### config.mk
export PLATFORM = sky130hd
export DESIGN_NAME = ibex_rvfi_trace_buffer
export DESIGN_NICKNAME = d
export VERILOG_FILES = /design/src/rtl/ibex_rvfi_trace_buffer.sv
export SDC_FILE = /design/constraint.sdc
export NUM_CORES = 1
export LEC_CHECK = 0
export BUFFER_PORTS_ARGS = -buffer_cell sky130_fd_sc_hd__buf_2
export CAP_MARGIN = 30
export CORE_AREA = 2 2 436 438
export DETAILED_ROUTE_END_ITERATION = 8
export DIE_AREA = 0 0 438 440
export PLACE_DENSITY = 0.48
export SYNTH_ARGS = -nofsm -noshare
export SYNTH_HDL_FRONTEND = slang
export SYNTH_SLANG_ARGS = --single-unit
### constraint.sdc
create_clock -name clk_i -period 12.8 [get_ports clk_i]
set_clock_uncertainty 0.1 [all_clocks]
set_input_delay 0.64 -clock clk_i [delete_from_list [all_inputs] [get_ports clk_i]]
set_output_delay 0.64 -clock clk_i [all_outputs]
set_load 0.02 [all_outputs]
### src/rtl/ibex_rvfi_trace_buffer.sv
// Retirement trace capture buffer: records RVFI retire records into a circular FIFO,
// with optional PC trigger, post-trigger stop count and drop-new / overwrite-oldest full policy.
module ibex_rvfi_trace_buffer #(
   parameter int Depth    = 16,
   parameter int CntWidth = 16,
   parameter int LvlWidth = $clog2(Depth) + 1
) (
   input  logic                clk_i,
   input  logic                rst_ni,
   input  logic                rvfi_valid,
   input  logic [31:0]         rvfi_pc_rdata,
   input  logic [31:0]         rvfi_insn,
   input  logic [4:0]          rvfi_rd_addr,
   input  logic [31:0]         rvfi_rd_wdata,
   input  logic                rvfi_trap,
   input  logic                rvfi_intr,
   input  logic                start_i,
   input  logic                stop_i,
   input  logic                trig_en_i,
   input  logic [31:0]         trig_pc_i,
   input  logic                wrap_mode_i,
   input  logic [CntWidth-1:0] post_count_i,
   output logic                rec_valid_o,
   input  logic                rec_ready_i,
   output logic [31:0]         rec_pc_o,
   output logic [31:0]         rec_insn_o,
   output logic [31:0]         rec_rd_wdata_o,
   output logic [4:0]          rec_rd_addr_o,
   output logic                rec_trap_o,
   output logic                rec_intr_o,
   output logic [LvlWidth-1:0] level_o,
   output logic [CntWidth-1:0] drop_cnt_o,
   output logic [1:0]          state_o
);

   localparam int PtrW = $clog2(Depth);

   typedef enum logic [1:0] {
      IDLE    = 2'd0,
      ARMED   = 2'd1,
      CAPTURE = 2'd2,
      DONE    = 2'd3
   } state_e;

   state_e state, state_nxt;

   logic [PtrW-1:0]     rptr, wptr;
   logic [LvlWidth-1:0] level;
   logic [CntWidth-1:0] cnt, drop_cnt, cnt_next;

   logic [31:0] pc_mem    [Depth];
   logic [31:0] insn_mem  [Depth];
   logic [31:0] wdata_mem [Depth];
   logic [4:0]  rd_mem    [Depth];
   logic        trap_mem  [Depth];
   logic        intr_mem  [Depth];

   logic trig_hit, full, pop, push_req, arm, drop, overwrite, write, last;

   assign trig_hit  = rvfi_valid && (rvfi_pc_rdata == trig_pc_i);
   assign full      = (level == LvlWidth'(Depth));
   assign pop       = rec_valid_o && rec_ready_i;
   assign drop      = push_req && full && !pop;
   assign overwrite = drop && wrap_mode_i;
   // write covers both accepted and overwriting pushes; only drop-new discards
   assign write     = push_req && !(drop && !wrap_mode_i);
   assign cnt_next  = cnt + 1'b1;
   assign last      = write && (post_count_i != '0) && (cnt_next == post_count_i);

   always_ff @(posedge clk_i) begin
      if (!rst_ni) state <= IDLE;
      else         state <= state_nxt;
   end

   always_comb begin
      state_nxt = state;
      if (stop_i) begin
         state_nxt = IDLE;
      end else begin
         case (state)
            IDLE, DONE: if (start_i) state_nxt = trig_en_i ? ARMED : CAPTURE;
            ARMED:      if (!trig_en_i || trig_hit) state_nxt = CAPTURE;
            default:    state_nxt = state;
         endcase
         if (last) state_nxt = DONE;
      end
   end

   always_comb begin
      state_o  = state;
      push_req = rvfi_valid && !stop_i &&
                 ((state == CAPTURE) || ((state == ARMED) && trig_en_i && trig_hit));
      arm      = start_i && !stop_i && ((state == IDLE) || (state == DONE));
   end

   always_ff @(posedge clk_i) begin
      if (!rst_ni) begin
         rptr     <= '0;
         wptr     <= '0;
         level    <= '0;
         cnt      <= '0;
         drop_cnt <= '0;
      end else begin
         if (write)             wptr <= wptr + 1'b1;
         if (pop || overwrite)  rptr <= rptr + 1'b1;
         if (write && !overwrite && !pop)       level <= level + 1'b1;
         else if (!(write && !overwrite) && pop) level <= level - 1'b1;
         if (drop && (drop_cnt != '1)) drop_cnt <= drop_cnt + 1'b1;
         if (arm)        cnt <= '0;
         else if (write) cnt <= cnt_next;
      end
   end

   always_ff @(posedge clk_i) begin
      if (write) begin
         pc_mem[wptr]    <= rvfi_pc_rdata;
         insn_mem[wptr]  <= rvfi_insn;
         wdata_mem[wptr] <= rvfi_rd_wdata;
         rd_mem[wptr]    <= rvfi_rd_addr;
         trap_mem[wptr]  <= rvfi_trap;
         intr_mem[wptr]  <= rvfi_intr;
      end
   end

   assign rec_valid_o    = (level != '0);
   assign rec_pc_o       = pc_mem[rptr];
   assign rec_insn_o     = insn_mem[rptr];
   assign rec_rd_wdata_o = wdata_mem[rptr];
   assign rec_rd_addr_o  = rd_mem[rptr];
   assign rec_trap_o     = trap_mem[rptr];
   assign rec_intr_o     = intr_mem[rptr];
   assign level_o        = level;
   assign drop_cnt_o     = drop_cnt;

endmodule

### Word-level counts from Yosys, hierarchy flattened

Memories as Yosys holds them, arrays and structs flattened. A register that Yosys moved wholly into a read port is not among the register bits.
Index checks and enable logic that the tools add are counted.

* flip-flop bits (word level): 47
* RAM bits: 1648
* bits of input ports: 159
* output and inout port bits: 127
* logic and storage cells: 88
* memories kept: 6

Memories
* insn_mem: depth 16, width 32, read ports 1, clocked after Yosys merged registers in 1, wr ports 1, RTL line 52 `logic [31:0] insn_mem [Depth];`
* pc_mem: depth 16, width 32, read ports 1, clocked after Yosys merged registers in 1, wr ports 1, RTL line 51 `logic [31:0] pc_mem [Depth];`
* wdata_mem: depth 16, width 32, read ports 1, clocked after Yosys merged registers in 1, wr ports 1, RTL line 53 `logic [31:0] wdata_mem [Depth];`
* rd_mem: depth 16, width 5, read ports 1, clocked after Yosys merged registers in 1, wr ports 1, RTL line 54 `logic [4:0] rd_mem [Depth];`
* intr_mem: depth 16, width 1, read ports 1, clocked after Yosys merged registers in 1, wr ports 1, RTL line 56 `logic intr_mem [Depth];`
* trap_mem: depth 16, width 1, read ports 1, clocked after Yosys merged registers in 1, wr ports 1, RTL line 55 `logic trap_mem [Depth];`

* add/subtract/negate cells: 6
* equality and inequality tests: 9
* multiplexer cells: 21
* bitwise logic cells: 1
* reduce and logical (&&, ||, !) cells: 39

Operators with widths (number)
* 4-bit two-way mux: 12
* 16-bit by 1-bit adder with 16-bit output (second input constant): 2
* 32-bit == test: 1
* 1-bit logical AND: 19
* 16-bit == test: 1
* 16-bit != test (second input constant): 1
* 16-bit nonzero test: 1
* 5-bit two-way mux: 2
* 4-bit by 1-bit adder with 4-bit output (second input constant): 2
* 2-bit two-way mux: 4
* 1-bit zero test: 7
* 3-bit != test (second input constant): 2
* 2-bit OR reduction: 3
* 5-bit by 1-bit adder with 5-bit output (second input constant): 1
* 5-bit == test (second input constant): 1
* 5-bit nonzero test: 1
* 5-bit by 1-bit subtractor with 5-bit output (second input constant): 1
* 2-bit == test (second input constant): 2
* 1-bit logical OR: 4
* 2-bit case mux with 2 select lines: 1
* 3-bit AND reduction: 1
* 3-bit nonzero test: 1
* 2-bit by 1-bit == test with 1-bit output (second input constant): 1
* 2-bit zero test: 1
* 3 further kinds: 4

### Logic depth before layout (Yosys ltp)

Gate-level depths: netlist (run 1).

* depth in word-level cells: 15
* gate-level depth with buffers: 17

### Worst setup path after synthesis (run 1)

No wires, ideal clock.

* path type: input port to flip-flop
* start point: input trig_pc_i[25]
* end point: memory insn_mem[3][0] (enable)
* arrival time: 8.758 ns
* slack: 3.251 ns
* stages on the path: 7
* buffers on the path: 0
* cells stage by stage: xor2_1 nor4_1 and4_1 and4_1 o21a_1 nand3_1 nor3_1

* longest elaborated chain between the ends: 12

Ends and longest elaborated chain
* start: declaration: RTL line 20 `input logic [31:0] trig_pc_i,`
* 32-bit == test (*): RTL line 60 `assign trig_hit = rvfi_valid && (rvfi_pc_rdata == trig_pc_i);`
* 1-bit logical AND (*): RTL line 60
* 1-bit logical AND (*): RTL line 92 `((state == CAPTURE) || ((state == ARMED) && trig_en_i && trig_hit));`
* 1-bit logical OR (*): RTL line 92
* 1-bit logical AND (*): RTL line 91 `push_req = rvfi_valid && !stop_i &&`
* 1-bit logical AND (2 in a row): RTL line 63 `assign drop = push_req && full && !pop;`
* 1-bit logical AND: RTL line 66 `assign write = push_req && !(drop && !wrap_mode_i);`
* 1-bit zero test: RTL line 66
* 1-bit logical AND (*): RTL line 66
* 1-bit two-way mux (*): RTL line 115 `if (write) begin`
* 1-bit two-way mux (not written as such) (*): RTL line 117 `insn_mem[wptr] <= rvfi_insn;`
* end: declaration: RTL line 52

Mark *: on every way between the ends. The rest lies on a longest branch, timed or not.

==> results.json, run 1 <==
{
  "max_capacitance_violation_total": 0,
  "final_cells": 5854,
  "place.detailed.instances": 5504,
  "synth-main-ff-cell": "sky130_fd_sc_hd__edfxtp_1",
  "sw_share_pct": 25.24,
  "grt_overflow": 0,
  "first_global_vias": 32740,
  "netlist_instances": 2785,
  "max_freq_ghz": 0.1912,
  "worst_pin_slew_ps": 1089,
  "p_leak_nw": 23.59,
  "design.portCount": 286,
  "outcome": "finished, final reports clean",
  "initial_utilization_pct": 34.74,
  "ant_nets": 0,
  "detailedRoute.firstPassIterationCount": 5,
  "nNetsFinal": 3355,
  "die_x_um": 438,
  "first_pass_grt_wire_length_um": 237800,
  "seq_power_share_pct": 45.0,
  "async_flop_share_pct": 0,
  "layout_worst_path_cycle_share_pct": 40.86,
  "place_congestion": 0.7993,
  "tritoncts.num_buffers": 184,
  "fraction_of_layout_instances_using_a_drive_strength_above_1_pct": 34.89,
  "post_drt_wl_per_cell_um": 28.39,
  "final_setup_slack_of_the_worst_path_ps": 7570,
  "insertion_delay_ps": 800,
  "fillCellCount": 16480,
  "clock_tree.root_cell": "sky130_fd_sc_hd__clkbuf_16",
  "cts_setup_buffers": 0,
  "timing_hold_violations_final": 0,
  "drt_wl_total_um": 166200,
  "cts_buffer_depth": 3,
  "unrepaired_setup_endpoints_after_global_routing": "no",
  "port_buffer_cells": 285,
  "power.switching_mw": 3.461,
  "worst_setup_path_end_kind": "primary output",
  "cell_internal_power_dissipation_mw": 10.25,
  "worstSetupPathType": "reg2out",
  "slew_viol_final": 0,
  "dp.final_hpwl_um": 94120,
  "final_period_minus_worst_setup_slack_ps": 5230,
  "clk_transition_reported_paths_ps": 60,
  "netlist_area_um2": 65510,
  "startpoint_type": "register",
  "avgSynthCellArea_um2": 23.52,
  "p_clk_share_pct": 38.0,
  "post_cts_resize_count": 0,
  "finalSetupTns_ps": 0,
  "clkSinkCount": 1699,
  "synth_cell_types": 59,
  "timing.critical_path.fanout_max": 38,
  "cts_hold_repair.buffers": 0,
  "vdd.ir_drop.worst_mv": 0.1170,
  "rows": 160,
  "power.total_mw": 13.71,
  "synth-warning-count": 0,
  "cts_tree": "done",
  "grt_max_degree": 148,
  "htree_levels": 4,
  "grt_usage_pct": 17.25,
  "min-delay-path-class": "in2reg",
  "finalSetupViolations": 0,
  "ys_ff_latch": 1699,
  "number_of_enable_flip_flop_cells_after_synthesis": 1648,
  "routed-via-count": 30750,
  "crit_arrival_ps": 4490,
  "total_core_area_um2": 188600,
  "required_ps": 12060,
  "antenna_found_initial": 54,
  "yosysSeqAreaShare_pct": 77.10,
  "drt-initial-drc-count": 2733,
  "dp_worst_setup_slack_ps": 6819,
  "max-slew-margin-rel_pct": 27.40,
  "share_comb_of_total_power_pct": 17.0,
  "area.growth.synth_to_final_pct": 16.76,
  "power_density_of_the_placed_cells_nw_per_um2": 179.3,
  "dieArea_um2": 192700,
  "die_h_um": 440,
  "post_drt_via_cell_ratio": 5.253,
  "synth.net_count": 2958,
  "hold_ws_ps": 104.9,
  "drcViolationCount": 0
}
-- worst max-delay path: stages (launching register included) --
cell                      delay [ps]
sky130_fd_sc_hd__dfxtp_4         730
sky130_fd_sc_hd__buf_4           720
sky130_fd_sc_hd__buf_4           730
sky130_fd_sc_hd__mux4_2          610
sky130_fd_sc_hd__mux4_2          570
sky130_fd_sc_hd__buf_2           210
-- final cells by class --
class | instances | area, um^2 | area share, %
diodes | 7 | 17.52 | 0.02290
clock buffers | 216 | 4810 | 6.287
clock inverters | 124 | 1174 | 1.534
inverters | 14 | 52.55 | 0.06870
multi-input cells | 931 | 14490 | 18.95
flip-flops and latches | 1699 | 50520 | 66.05
well taps | 2511 | 3142 | 4.107
repair buffers | 352 | 2285 | 2.987
-- flip-flops by register name (all words and copies together) (netlist names), named ones only --
register,count
intr_mem,16
drop_cnt_o,16
insn_mem,512
cnt,16
rd_mem,80
wdata_mem,512
wptr,4
rptr,4
state_o,2
pc_mem,512
level_o,5
trap_mem,16
-- final timing paths --
| kind | slack [ps] | cells past startpoint | from | end |
|---|---|---|---|---|
| worst max-delay path | 7570 | 5 | register | rec_insn_o[13] |
| worst min-delay path | 100 | 1 | rvfi_rd_wdata[6] | wdata_mem[7][6] |
| worst max register to register | 8200 | 10 | state_o[1] | insn_mem[1][18] |
| worst min register to register | 390 | 2 | drop_cnt_o[13] | drop_cnt_o[13] |
-- Yosys cell counts, drive strengths merged (2+ instances only) --
| cell type | count | area (um^2) |
|---|---|---|
| nor2 | 27 | 101.4 |
| o21ai | 20 | 100.1 |
| inv | 14 | 52.55 |
| mux4 | 515 | 11600 |
| or3 | 4 | 25.02 |
| o211ai | 4 | 30.03 |
| nor3 | 9 | 45.04 |
| o31ai | 9 | 67.56 |
| dfxtp | 51 | 1021 |
| edfxtp | 1648 | 49490 |
| mux2i | 23 | 230.2 |
| nand2 | 38 | 142.6 |
| a21oi | 23 | 115.1 |
| a31oi | 10 | 62.56 |
| xnor2 | 25 | 219.0 |
| and4 | 10 | 87.58 |
| or4 | 9 | 71.32 |
| nand3 | 26 | 130.1 |
| buf | 39 | 163.9 |
| clkbuf | 102 | 382.9 |
| nor3b | 3 | 22.52 |
| a31o | 5 | 43.79 |
| nor4 | 11 | 68.82 |
| and3 | 25 | 156.4 |
| nand2b | 28 | 175.2 |
| o21a | 2 | 15.01 |
| a21o | 3 | 23.77 |
| nor2b | 12 | 75.07 |
| ha | 13 | 162.7 |
| nand4b | 3 | 26.28 |
| and2 | 8 | 50.05 |
| nand4 | 20 | 125.1 |
| o2111ai | 4 | 35.03 |
| a2111oi | 2 | 17.52 |
| xor2 | 22 | 192.7 |
-- power groups by stage --
stage                     sequential (mW)  clock (mW)  combinational (mW)
after floorplan                      6.25           0                1.59
after global placement               6.33           0                2.30
after detailed placement             6.28           0                2.40
after CTS                            6.17        5.36                2.41
after global routing                 6.17        5.57                2.50
final                                6.16        5.22                2.33
-- cells by family after synthesis --
logic type	after synthesis	share of synthesized area [%]
and+or+nand+nor	239	2.068
buffers and inverters	155	0.9148
muxes	538	18.06
adders and majority gates	14	0.2788
DFF	1699	77.10
xor gates and xnor gates	47	0.6283
AOI/OAI and AO/OA	93	0.9587
-- per-stage QoR --
stage | cell area (um^2) | util [%]
global placement | 70070 | 37.16
floorplan | 65510 | -
finish | 76500 | 40.56
global route | 76480 | 40.56
CTS | 76400 | 40.51
detailed placement | 70410 | 37.34
-- routing by layer --
metal / vias up / global-route usage [%] / routed length, um
li1: 12810 / - / -
met4: 50 / 5.117 / 4319
met1: 16690 / 22.59 / 69190
met5: - / 0 / 308
met3: 280 / 4.121 / 10240
met2: 920 / 28.60 / 82160
-- layout by cell type (no fill, tap or decap), types with 26 or more instances in the layout --
cell                        netlist  routed
sky130_fd_sc_hd__edfxtp_1      1648    1648
sky130_fd_sc_hd__mux4_2         515     515
sky130_fd_sc_hd__buf_2            2     285
sky130_fd_sc_hd__clkbuf_16        0     188
sky130_fd_sc_hd__dfxtp_1         51      47
sky130_fd_sc_hd__clkinv_1         0      46
sky130_fd_sc_hd__buf_4            2      45
sky130_fd_sc_hd__nand2_1         38      38
sky130_fd_sc_hd__clkinv_2         0      38
sky130_fd_sc_hd__nand2b_1        28      28
sky130_fd_sc_hd__clkbuf_1       102      28
sky130_fd_sc_hd__nor2_1          27      27
sky130_fd_sc_hd__nand3_1         26      26
Power figures use the tool's default switching activity.
==> run 2: changes to the inputs <==
==> constraint.sdc (replaced) <==
create_clock -name clk_i -period 5.03 [get_ports clk_i]
set_clock_uncertainty 0.1 [all_clocks]
set_input_delay 0.2515 -clock clk_i [delete_from_list [all_inputs] [get_ports clk_i]]
set_output_delay 0.2515 -clock clk_i [all_outputs]
set_load 0.02 [all_outputs]
==> run 2 against run 1 <==
  * Cell area up 2.1%
  * Count of clock-buffer cells in the layout increased by 8
  * Utilization grew 0.86 points
  * Non-clock buffer count up 169
  * Largest power group unchanged
  * Largest cell class unchanged
==> results.json, run 2 (synthesis gave the netlist of run 1 again) <==
{
  "top_regs": "insn_mem x512, pc_mem x512, wdata_mem x512",
  "port_buffer_cells": 285,
  "routed-via-count": 31570,
  "drt-initial-drc-count": 2860,
  "final_period_minus_worst_setup_slack_ps": 4386,
  "rows": 160,
  "finish.utilization_pct": 41.43,
  "antenna_found_initial": 34,
  "footprint_of_the_multi_input_gates_um2": 14500,
  "unrepaired_setup_endpoints_after_global_routing": "no",
  "required_ps": 5350,
  "timing_hold_violations_final": 0,
  "tritoncts.num_buffers": 181,
  "design.portCount": 286,
  "first_pass_grt_wire_length_um": 246000,
  "dieArea_um2": 192700,
  "outcome": "finished, final reports clean",
  "min-delay-path-class": "in2reg",
  "cts_tree": "done",
  "grt_usage_pct": 17.85,
  "die_x_um": 438,
  "p_leak_nw": 24.24,
  "nNetsFinal": 3521,
  "htree_levels": 4,
  "cts_setup_buffers": 0,
  "startpoint_type": "input port",
  "ff_latch_area_um2": 50520,
  "first_global_vias": 33480,
  "total_core_area_um2": 188600,
  "grt_max_degree": 60,
  "worstSetupPathType": "in2reg",
  "worst_setup_path_end_kind": "register",
  "ant_nets": 0,
  "area.growth.synth_to_final_pct": 19.25,
  "drcViolationCount": 0,
  "clk_transition_reported_paths_ps": 60,
  "grt_overflow": 0,
  "max-slew-margin-rel_pct": 35.47,
  "clkSinkCount": 1699,
  "power_density_of_the_placed_cells_nw_per_um2": 442.8,
  "clock_tree.root_cell": "sky130_fd_sc_hd__clkbuf_16",
  "max_capacitance_violation_total": 0,
  "timing.critical_path.fanout_max": 26,
  "place_congestion": 0.8024,
  "finalSetupViolations": 0,
  "dp.final_hpwl_um": 104600,
  "layout_worst_path_cycle_share_pct": 87.20,
  "slew_viol_final": 0,
  "vdd.ir_drop.worst_mv": 0.2723,
  "post_drt_via_cell_ratio": 5.246,
  "max_freq_ghz": 0.2280,
  "insertion_delay_ps": 800,
  "fraction_of_layout_instances_using_a_drive_strength_above_1_pct": 34.35,
  "hold_ws_ps": 84.28,
  "finalSetupTns_ps": 0,
  "drt_wl_total_um": 172100,
  "mostFrequentLayoutCells": "1648 x sky130_fd_sc_hd__edfxtp_1, 515 x sky130_fd_sc_hd__mux4_2, 285 x sky130_fd_sc_hd__buf_2, 184 x sky130_fd_sc_hd__clkbuf_16, 115 x sky130_fd_sc_hd__dlygate4sd3_1",
  "layout_commonest_cell": "sky130_fd_sc_hd__edfxtp_1",
  "detailedRoute.firstPassIterationCount": 6,
  "worst_pin_slew_ps": 968.0,
  "post_drt_wl_per_cell_um": 28.61,
  "fillCellCount": 16320,
  "initial_utilization_pct": 34.74,
  "stdcell_area_um2": 78130,
  "cts_buffer_depth": 3,
  "die_h_um": 440,
  "crit_arrival_ps": 4710,
  "placed_area_um2": 71320
}
run 2: cell types whose count changed in the layout (fill, tap and decap cells not counted), moves of 8 or more:
cell / before / now
sky130_fd_sc_hd__buf_12: 7 / 60
sky130_fd_sc_hd__buf_16: 13 / 1
sky130_fd_sc_hd__buf_4: 45 / 60
sky130_fd_sc_hd__bufinv_16: 18 / 10
sky130_fd_sc_hd__clkbuf_1: 28 / 37
sky130_fd_sc_hd__dlygate4sd3_1: 0 / 115
run 2: worst max-delay path, stage by stage:
cell                            delay (ps)
sky130_fd_sc_hd__dlygate4sd3_1         600
sky130_fd_sc_hd__buf_2                 240
sky130_fd_sc_hd__xnor2_1               550
sky130_fd_sc_hd__buf_4                 260
sky130_fd_sc_hd__nand4_1               110
sky130_fd_sc_hd__nor4_1                350
sky130_fd_sc_hd__and4_1                340
sky130_fd_sc_hd__o21a_1                440
sky130_fd_sc_hd__nand3_1               580
sky130_fd_sc_hd__nor3_4                390
sky130_fd_sc_hd__buf_4                 530
run 2: final timing paths:
check	startpoint	end	depth (start not counted)	slack (ps)
setup / recovery	rvfi_pc_rdata[31]	pc_mem[3][6]	11	640
hold / removal	trig_en_i	drop_cnt_o[8]	5	80
setup reg to reg	level_o[0]	register	7	1160
hold reg to reg	drop_cnt_o[13]	drop_cnt_o[13]	2	400
run 2: area by class of cell:
type | instances | area share [%]
Clock inverter | 107 | 1.078
Sequential cell | 1699 | 64.67
Clock buffer | 224 | 6.124
Timing Repair Buffer | 521 | 5.448
Inverter | 14 | 0.06726
Antenna cell | 10 | 0.03203
Multi-Input combinational cell | 931 | 18.56
Tap cell | 2511 | 4.021
run 2: report_power, final:
group	internal, mW	total [mW]	switching, mW
clock	7.25	12.7	5.41
combinational	2.85	6.20	3.35
sequential	15.6	15.7	0.181
total	25.7	34.6	8.94
run 2: repair_timing:
item | in CTS | in global routing
hold endpoints to repair | 1691 | 0
setup endpoints to repair | 0 | 0
resized for setup | 0 | 0
hold buffers | 115 | 0
run 2: metrics by stage:
step | setup WS, ps | cells | total power, mW
2_1_floorplan | -1593 | 2785 | 19.95
3_3_place_gp | 585.8 | 5560 | 22.28
3_5_place_dp | 544.0 | 5561 | 22.34
4_1_cts | 621.4 | 6007 | 35.14
5_1_grt | 357.5 | 6011 | 35.89
6_report | 643.7 | 6017 | 34.59
run 2: per-layer routing:
| metal | part of all wire (%) | GRT usage (%) | vias up |
|---|---|---|---|
| met4 | 2.7 | 5.517 | 26 |
| met1 | 42 | 23.82 | 17150 |
| li1 | - | - | 13170 |
| met2 | 49 | 29.32 | 958 |
| met5 | 0.094 | 0 | - |
| met3 | 5.9 | 3.834 | 270 |
